--- src/rtl/acc_byte_unloader.sv ---
// Accumulator read-out: snapshots a finished MAC result and streams it LSB-first as bytes.
// Latency: first beat valid the cycle after acc_done; NB cycles per result with out_ready high.
// Backpressure: out_ready low holds the current beat stable; results arriving mid-stream are dropped and flagged.
module acc_byte_unloader #(
  parameter int ACC_W  = 22,
  parameter int BYTE_W = 8
) (
  input  logic              clk,
  input  logic              rst_n,
  input  logic [ACC_W-1:0]  acc_in,
  input  logic              acc_done,
  output logic              acc_clr,
  output logic              busy,
  output logic [BYTE_W-1:0] out_data,
  output logic              out_valid,
  input  logic              out_ready,
  output logic              out_last,
  output logic              overrun,
  input  logic              ovr_clr
);

  // Beats per result is derived from the widths and cannot be overridden.
  localparam int NB    = (ACC_W + BYTE_W - 1) / BYTE_W;
  localparam int IDX_W = (NB > 1) ? $clog2(NB) : 1;
  localparam int PAD_W = NB * BYTE_W;
  localparam logic [IDX_W-1:0] LAST_IDX = IDX_W'(NB - 1);

  typedef enum logic {
    IDLE = 1'b0,
    SEND = 1'b1
  } state_t;

  state_t              state_q, state_d;
  logic [IDX_W-1:0]    idx_q, idx_d;
  logic [ACC_W-1:0]    shadow_q, shadow_d;
  logic                acc_clr_q, acc_clr_d;
  logic                overrun_q, overrun_d;

  logic [PAD_W-1:0]    padded;
  logic [BYTE_W-1:0]   cur_byte;
  logic                sending;
  logic                is_last;
  logic                fire;

  // Zero-extend the snapshot so the top beat carries zeros above the MSB.
  assign padded = PAD_W'(shadow_q);

  // Select the beat addressed by the current index.
  always_comb begin
    cur_byte = '0;
    for (int i = 0; i < NB; i++) begin
      if (idx_q == IDX_W'(i)) begin
        cur_byte = padded[i*BYTE_W +: BYTE_W];
      end
    end
  end

  assign sending = (state_q == SEND);
  assign is_last = (idx_q == LAST_IDX);
  assign fire    = sending && out_ready;

  // Next-state logic: accept, stream, back-to-back re-arm and overrun tracking.
  always_comb begin
    state_d   = state_q;
    idx_d     = idx_q;
    shadow_d  = shadow_q;
    acc_clr_d = 1'b0;
    overrun_d = overrun_q;

    // A clear only takes effect if no new drop happens in the same cycle.
    if (ovr_clr) begin
      overrun_d = 1'b0;
    end

    unique case (state_q)
      IDLE: begin
        if (acc_done) begin
          shadow_d  = acc_in;
          idx_d     = '0;
          acc_clr_d = 1'b1;
          state_d   = SEND;
        end
      end
      SEND: begin
        if (fire && is_last) begin
          idx_d = '0;
          if (acc_done) begin
            // Last beat leaves as the next result arrives: take it with no bubble.
            shadow_d  = acc_in;
            acc_clr_d = 1'b1;
          end else begin
            state_d = IDLE;
          end
        end else begin
          if (fire) begin
            idx_d = idx_q + 1'b1;
          end
          if (acc_done) begin
            // No room for this result; the accumulator is not cleared so the host can tell.
            overrun_d = 1'b1;
          end
        end
      end
      default: begin
        state_d = IDLE;
        idx_d   = '0;
      end
    endcase
  end

  // State and datapath registers; reset abandons any partial result.
  always_ff @(posedge clk or negedge rst_n) begin
    if (!rst_n) begin
      state_q   <= IDLE;
      idx_q     <= '0;
      shadow_q  <= '0;
      acc_clr_q <= 1'b0;
      overrun_q <= 1'b0;
    end else begin
      state_q   <= state_d;
      idx_q     <= idx_d;
      shadow_q  <= shadow_d;
      acc_clr_q <= acc_clr_d;
      overrun_q <= overrun_d;
    end
  end

  assign acc_clr   = acc_clr_q;
  assign busy      = sending;
  assign out_valid = sending;
  assign out_last  = sending && is_last;
  assign out_data  = sending ? cur_byte : '0;
  assign overrun   = overrun_q;

endmodule
--- config.mk ---
export PLATFORM = sky130hd
export DESIGN_NAME = acc_byte_unloader
export DESIGN_NICKNAME = d
export VERILOG_FILES = /design/src/rtl/acc_byte_unloader.sv
export SDC_FILE = /design/constraint.sdc
export NUM_CORES = 1
export LEC_CHECK = 0
export BUFFER_PORTS_ARGS = -buffer_cell sky130_fd_sc_hd__clkbuf_2
export CAP_MARGIN = 20
export CORE_ASPECT_RATIO = 1.25
export CORE_UTILIZATION = 53
export DETAILED_ROUTE_END_ITERATION = 8
export GPL_TIMING_DRIVEN = 0
export PLACE_DENSITY = 0.79
export SLEW_MARGIN = 20
export SYNTH_ARGS = -nofsm -noshare
export SYNTH_HDL_FRONTEND = slang
export SYNTH_SLANG_ARGS = --single-unit
--- constraint.sdc ---
create_clock -name clk -period 3.9 [get_ports clk]
set_input_delay 0.195 -clock clk [delete_from_list [all_inputs] [get_ports clk]]
set_output_delay 0.195 -clock clk [all_outputs]
set_load 0.02 [all_outputs]
==> results of run 1 <==
==> final cells by class <==
| type | count | area (um^2) |
|---|---|---|
| Inverter | 1 | 3.75 |
| Multi-Input combinational cell | 64 | 557 |
| Tap cell | 31 | 38.8 |
| Buffer | 6 | 48.8 |
| Timing Repair Buffer | 40 | 205 |
| Clock inverter | 1 | 7.51 |
| Clock buffer | 3 | 22.5 |
| Sequential cell | 27 | 676 |
| Fill cell | 192 | 676 |
==> registers in the layout, indices dropped and copies added, names as in the netlist <==
register and flops:
busy 1, shadow_q 22, idx_q 2, acc_clr 1
overrun 1
==> worst reg2reg max path: stages (launching register included) <==
cell                       delay (ns)
sky130_fd_sc_hd__dfrtp_1         0.45
sky130_fd_sc_hd__nand3b_4        0.20
sky130_fd_sc_hd__a21boi_4        0.26
sky130_fd_sc_hd__buf_6           0.19
sky130_fd_sc_hd__mux2_1          0.34
==> placed cells by master, fill, tap and decap left out, types with 2 or more instances in the layout <==
cell type,count
sky130_fd_sc_hd__a21boi_0,6
sky130_fd_sc_hd__buf_6,3
sky130_fd_sc_hd__clkbuf_2,39
sky130_fd_sc_hd__clkbuf_4,3
sky130_fd_sc_hd__dfrtp_1,27
sky130_fd_sc_hd__mux2_1,2
sky130_fd_sc_hd__mux2_2,20
sky130_fd_sc_hd__mux2i_1,9
sky130_fd_sc_hd__nand2_1,8
sky130_fd_sc_hd__nor2_1,2
sky130_fd_sc_hd__nor2b_1,2
sky130_fd_sc_hd__o21ai_0,2
sky130_fd_sc_hd__or2_2,5
==> layer usage <==
layer  vias to the layer above  part of all wire  global-route usage
met5                         -                 0                   0
met4                         0             0.021               0.105
met3                         5             0.048              0.0475
met2                        25              0.52               0.370
met1                       426              0.41               0.253
li1                        425                 -                   -
==> cells by family (layout without fill, tap and decap cells) <==
| family | Yosys count | count (layout) | synth area share |
|---|---|---|---|
| multiplexers | 31 | 31 | 0.263 |
| AO/OA/AOI/OAI | 11 | 11 | 0.0711 |
| buffers and inverters | 7 | 51 | 0.0409 |
| flip-flops | 27 | 27 | 0.526 |
| AND/OR/NAND/NOR | 22 | 22 | 0.0993 |
==> power by group through the flow <==
stage / Combinational, mW / Clock, mW / Sequential, mW
2_1_floorplan: 0.428 / 0 / 0.479
3_3_place_gp: 0.570 / 0 / 0.485
3_5_place_dp: 0.592 / 0 / 0.495
4_1_cts: 0.595 / 0.132 / 0.487
5_1_grt: 0.639 / 0.136 / 0.502
6_report: 0.584 / 0.129 / 0.486
==> synth_stat cells <==
cell	count	area share
sky130_fd_sc_hd__clkbuf_1	1	0.0029
sky130_fd_sc_hd__and3b_1	1	0.0068
sky130_fd_sc_hd__mux2_1	2	0.018
sky130_fd_sc_hd__a21boi_4	1	0.015
sky130_fd_sc_hd__mux2i_1	9	0.070
sky130_fd_sc_hd__nand3_1	1	0.0039
sky130_fd_sc_hd__nand2_1	8	0.023
sky130_fd_sc_hd__buf_1	1	0.0029
sky130_fd_sc_hd__a21boi_0	6	0.035
sky130_fd_sc_hd__nand2b_1	1	0.0049
sky130_fd_sc_hd__buf_6	3	0.026
sky130_fd_sc_hd__o21ai_0	2	0.0078
sky130_fd_sc_hd__or2_0	1	0.0049
sky130_fd_sc_hd__nor2_1	2	0.0058
sky130_fd_sc_hd__mux2_2	20	0.18
sky130_fd_sc_hd__nor2b_1	2	0.0097
sky130_fd_sc_hd__dfrtp_1	27	0.53
sky130_fd_sc_hd__a32o_1	1	0.0078
sky130_fd_sc_hd__nand3b_4	1	0.016
sky130_fd_sc_hd__inv_1	1	0.0029
sky130_fd_sc_hd__a21o_1	1	0.0058
sky130_fd_sc_hd__buf_4	1	0.0058
sky130_fd_sc_hd__or2_2	5	0.024
==> path summary, 6_finish.rpt <==
path                                    end  slack (ns)  cells after the start        start
worst max-delay path            out_data[2]        1.80                      5     idx_q[1]
worst min-delay path                overrun        0.01                      2      ovr_clr
worst max register to register  shadow_q[5]        2.35                      4     idx_q[0]
worst min register to register  shadow_q[0]        0.52                      1  shadow_q[0]
max in group asynchronous              busy        3.08                      2        rst_n
min in group asynchronous          idx_q[0]        0.39                      2        rst_n
==> per-stage QoR <==
stage	cell area, um^2	hold WS (ns)	util	setup WS [ns]
after detailed placement	1520	0.257	0.680	2.20
after CTS	1560	0.0136	0.698	1.79
after floorplan	1280	-0.101	-	2.27
after global placement	1520	0.244	0.680	2.25
final	1560	0.0150	0.698	1.80
after global routing	1560	0.0131	0.698	1.69
==> summary by stage, run 1 <==
Global route
The global-route wire length before repair is 4.07 mm. The number of antenna violations at the first check in global routing is 0. The number of global-route vias before repair was 988. The pin count of the biggest net entering global routing is 28. For this run, the total global-route usage over all layers was measured as 0.219. For this run the aggregate overflow at the end of global routing stands at 0.

Clock tree
The clock tree from TritonCTS is built. The number of buffers on the longest clock path is 2. Clock-pin slew was measured on the worst setup and hold paths at 0.16 ns. The post-cts sizing count is 0. After clock tree synthesis, the flow added hold-fix buffers numbering 1. The cell at the root of the clock tree is sky130_fd_sc_hd__clkbuf_4. The clock insertion delay at the later pin of the skew report is 0.34 ns. The TritonCTS buffer count is 3. In this run the number of H-tree levels came out at 1.

Buffers added to address setup during post-CTS repair amount to 0. Clock tree synthesis found a total of 27 sinks.

Die
The area enclosed by the die boundary is 2630 um^2. The die is 46.0 um wide. The initialized floorplan defines 19 standard-cell rows. The core region is 2230 um^2.

The starting density of the core is 0.575. The number of I/O pins is 40. The overall die height is 57.1 um.

Drt
In the routed layout, each cell is associated on average with a via count of 5.09. The pre-antenna-repair detailed-routing pass consisted of 3 iterations. The detailed-route wire length is 2.42 mm. Dividing the detail-routed wire length by the instance count gives 14.0 um. The first routing iteration left 22 violations. The post-detailed-route count of antenna-violating nets is 0. The total number of vias is 881. For this run, design rule violations remaining after detail routing come to 0.

Outcome
The flow ran to the end, and the final reports show no timing, DRC or antenna violations.

Synthesis
The post-synthesis sequential area ratio is 0.526. The mean cell area of the mapped netlist is 13.1 um^2. In this run the cell area of the synthesized design comes to 1280 um^2. When the netlist entered floorplanning its net count stood at 125.

The count of unique library cells instantiated by Yosys is 23. The count of synthesis-stage warnings from yosys is 0. The number of instances in the synthesized netlist is 98. The register bit total from synthesis is 27.

Place
Detailed placement ended at an HPWL of 1.85 mm. The post-placement cell count is 168. The number of input and output port buffers inserted is 39.

At the end of routability-driven placement, the weighted congestion stood at 0.752.

Power and ir drop
Of the total power, the clock network draws 0.108. The power consumption is 1.20 mW. For this design the total switching power over the nets is 0.464 mW. Of the total power, registers draw 0.405. The internal power consumption is 0.735 mW. The share of total power dissipated in combinational logic is 0.487. The leakage power of the design is 0.763 nW. The power per cell area is 769 nW/um^2. The worst-case IR drop observed on VDD is 0.000520 V. Of the total power, the share spent switching nets is 0.387.

Setup path
The maximum fanout encountered on the critical timing path is 10. The critical path goes through buf_6 > nor2b_1 > nand2_1 > a21boi_0 > clkbuf_2. Broken down by cell family, the worst path's largest delay share belongs to flip-flops. The master of the slowest instance on the critical path is sky130_fd_sc_hd__dfrtp_1.

The worst path arrival time is 1.90 ns. The type of the setup path with the least slack is reg2out. The required time at the worst-slack endpoint is 3.70 ns. STA classifies the critical path startpoint as a flip-flop. The buffers plus inverters on the worst setup path is 2. For this run, the slowest stage of the critical path takes 0.47 ns. The endpoint type of the worst setup path is an output port.

STA
The max-slew violation total from the final report is 0. For this run, the top clock speed supported by timing is 477 MHz. The transition time at the pin with the least slew margin is 0.670 ns. Clock skew on the completed layout was measured at 0.00968 ns.

The setup TNS after final layout is 0 ns. Setup repair after global routing left no endpoint under its margin. Setup violations remaining at the end of the flow were counted as 0. Headroom to the max-slew limit came out at 0.553. Counting I/O delays and the setup requirement, the final critical path takes 2.10 ns. The hold violation count in the final report is 0.

The final cycle utilization of the critical path is 0.538.

Layout
The share of final-layout standard cells stronger than drive strength 1 is 0.521. At the end of the flow, the number of nets in the layout was 170. The area growth from synthesis to layout is 21.3%. The antenna diode instance count is 0. After the flow finishes, the layout carries non-filler instances totaling 173.

Worst hold path
The classification of the worst-slack hold path is in2reg.

Run
Max-cap violations in this run came to 0.
Note: power is estimated with default switching activity, not from simulation.
==> run 2, diff against run 1 <==
Settings changed: CORE_UTILIZATION 53 to 45, PLACE_DENSITY 0.79 to 0.71.
Clock period 3.9 ns to 1.8 ns, I/O delays scaled along.
==> run 2 against run 1 <==
Setup slack worse by 1.7 ns. Clock skew fell by 0.0041 ns. Combinational power increased by 130%. Sequential cell count unchanged. Register-to-register slack worse by 2.2 ns. Sequential share of layout area is 6.1 points lower. Critical path type unchanged. Largest power group unchanged.
==> summary by stage, run 2 (same netlist as run 1, synthesis figures left out) <==
Layout
The most common cell after layout, fill and taps aside is sky130_fd_sc_hd__clkbuf_2 (unchanged). The share of final-layout standard cells stronger than drive strength 1 is 0.473 (was 0.521). The final layout net count came to 195 (was 170). The area growth from synthesis to layout is 41.1% (was 21.3%). The fill cell total of the finished layout is 226 (was 192).

The antenna diode instance count came to 0 (unchanged). The register bank with the most flops is shadow_q (unchanged). The final design utilization was 0.670 (was 0.698).

The number of flip-flops under the largest register name is 22 (unchanged). Top Registers: shadow_q x22, idx_q x2 (unchanged). Commonest non-fill, non-tap cells in the layout: sky130_fd_sc_hd__clkbuf_2, sky130_fd_sc_hd__dfrtp_1, sky130_fd_sc_hd__dlygate4sd3_1, sky130_fd_sc_hd__mux2_2, sky130_fd_sc_hd__mux2i_1 (was sky130_fd_sc_hd__clkbuf_2, sky130_fd_sc_hd__dfrtp_1, sky130_fd_sc_hd__mux2_2, sky130_fd_sc_hd__mux2i_1, sky130_fd_sc_hd__nand2_1). The post-layout instance area came to 1810 um^2 (was 1560 um^2).

Clock tree
The number of buffers on the longest clock path is 2 (unchanged). The clock-pin slew on the worst setup and hold paths was 0.14 ns (was 0.16 ns). The TritonCTS buffer count is 3 (unchanged).

The number of sinks handled by clock tree synthesis came to 27 (unchanged). The maximum level of the CTS H-tree came to 1 (unchanged). The clock insertion delay at the later pin of the skew report is 0.32 ns (was 0.34 ns). The cell at the root of the clock tree is sky130_fd_sc_hd__clkbuf_4 (unchanged). The clock tree from TritonCTS is built (unchanged).

STA
The largest clock skew in the final design is 0.00553 ns (was 0.00968 ns). The hold violation count in the final report is 0 (unchanged). The relative slew slack was 0.553 (about the same). The final cycle utilization of the critical path is 0.943.

The max-slew violation total from the final report is 0 (unchanged). Based on the critical path, the design can be clocked at up to 589 MHz. The clock period could shrink to 1.70 ns.

The transition time at the pin with the least slew margin is 0.671 ns (was 0.670 ns). The setup TNS after final layout is 0 ns (unchanged). RSZ-0062 raised after global routing: no (unchanged). The total of endpoints with negative setup slack in the final report is 0 (unchanged). The worst hold slack after final layout is 0.00442 ns (was 0.0150 ns).

Drt
The initial detailed-routing violation count is 13 (was 22). The detailed-route wire length is 2.66 mm (was 2.42 mm). The total DRC errors in the routed layout is 0 (unchanged). The post-detailed-route count of antenna-violating nets is 0 (unchanged). The routed wire length per instance is 13.2 um (was 14.0 um). The number of detailed-routing iterations run before antenna repair is 4 (was 3).

The total number of vias is 966 (was 881). The mean number of vias per cell came to 4.81 (was 5.09).

Setup path
The depth of the worst register-to-register path was 5 (was 4). The type of the setup path with the least slack is reg2out (unchanged). The element type at the critical path start was a flip-flop (unchanged). The endpoint type of the worst setup path was an output port (unchanged). The worst path arrival time is 1.61 ns (was 1.90 ns). The maximum fanout encountered on the critical timing path was 10 (unchanged). The required time at the worst-slack endpoint is 1.71 ns (was 3.70 ns).

Power and ir drop
The leakage power of the design is 0.883 nW (was 0.763 nW). The switching power is 0.996 mW (was 0.464 mW). The part of the power in combinational logic is 0.512 (was 0.487). The proportion of total power due to net switching is 0.373 (was 0.387). The power per cell area was 1470 nW/um^2 (was 769 nW/um^2).

The relative contribution of the clock network to total power came to 0.097 (was 0.108). The worst supply voltage drop on vdd is 0.000908 V (was 0.000520 V). The internal power consumption is 1.67 mW (was 0.735 mW).

The portion of total power attributed to sequential cells came to 0.390 (was 0.405).

Worst hold path
The number of cells on the worst hold path is 2 (unchanged). The classification of the worst-slack hold path is in2reg (unchanged).

Global route
The total global routing overflow is 0 (unchanged). The total global-route track usage was 0.191 (was 0.219). The global-route wire length before repair came to 4.30 mm (was 4.07 mm). The number of global-route vias before repair was 977 (was 988). The number of antenna violations at the first check in global routing is 0 (unchanged). The pin count of the biggest net entering global routing was 28 (unchanged).

Place
The last weighted congestion value of the routability-driven placer was 0.730 (was 0.752). The number of input and output port buffers inserted was 39 (unchanged). The cell area after placement is 1520 um^2 (about the same). The total half-perimeter wirelength after legalization and detailed placement is 1.77 mm (was 1.85 mm).

Die
The number of I/O pins is 40 (unchanged). The area of the core is 2710 um^2 (was 2230 um^2). The overall die height is 61.7 um (was 57.1 um).

The area enclosed by the die boundary is 3070 um^2 (was 2630 um^2). The starting density of the core is 0.475 (was 0.575). The die boundary width was 49.8 um (was 46.0 um). The cell row count is 21 (was 19).

Outcome
Run status: finished clean (unchanged).

Run
The number of maximum-capacitance constraint violations is 0 (unchanged).
run 2: cell type report:
cell class	instances	area, um^2	area share
Tap cell	34	42.5	0.0235
Timing Repair Buffer	65	453	0.250
Sequential cell	27	676	0.373
Clock inverter	1	5.00	0.00276
Inverter	1	3.75	0.00207
Multi-Input combinational cell	64	559	0.308
Buffer	6	51.3	0.0283
Clock buffer	3	22.5	0.0124
run 2: worst max-delay path: stages, from the launching register on:
cell                       delay (ns)
sky130_fd_sc_hd__dfrtp_1         0.42
sky130_fd_sc_hd__buf_6           0.16
sky130_fd_sc_hd__mux2i_1         0.11
sky130_fd_sc_hd__or2_2           0.27
sky130_fd_sc_hd__a21boi_1        0.14
sky130_fd_sc_hd__buf_2           0.19
run 2: routing by layer:
metal  track usage  wire length (um)
met1         0.243              1170
met2         0.340              1410
met3        0.0292                65
met4        0.0612                14
met5             0                 0
run 2: power by group through the flow:
stage / registers (mW) / clock network [mW] / logic [mW]
6_report: 1.04 / 0.260 / 1.37
5_1_grt: 1.08 / 0.288 / 1.50
4_1_cts: 1.04 / 0.269 / 1.33
3_5_place_dp: 1.07 / 0 / 1.27
3_3_place_gp: 1.05 / 0 / 1.24
2_1_floorplan: 1.04 / 0 / 0.927
run 2: timing repair:
action,4_1_cts,5_1_grt
hold endpoints to repair,46,4
setup endpoints to repair,6,8
buffers inserted,1,1
cloned,0,0
hold buffers,20,4
gates resized for setup,2,12
run 2: worst paths after layout:
kind                                  start            to  slack (ns)
worst max-delay path               idx_q[1]   out_data[4]        0.10
worst min-delay path             acc_in[13]  shadow_q[13]       0.004
worst max register to register     idx_q[0]   shadow_q[4]        0.12
worst min register to register  shadow_q[5]   shadow_q[5]        0.51
max in group asynchronous             rst_n  shadow_q[12]        1.06
min in group asynchronous             rst_n      idx_q[0]        0.31
run 2: per-stage QoR:
step	std cells	setup slack, ns	power, mW
finish	201	0.102	2.67
global route	201	0.00594	2.86
CTS	196	0.0101	2.65
detailed placement	171	0.212	2.34
global placement	171	0.213	2.29
floorplan	98	0.275	1.97
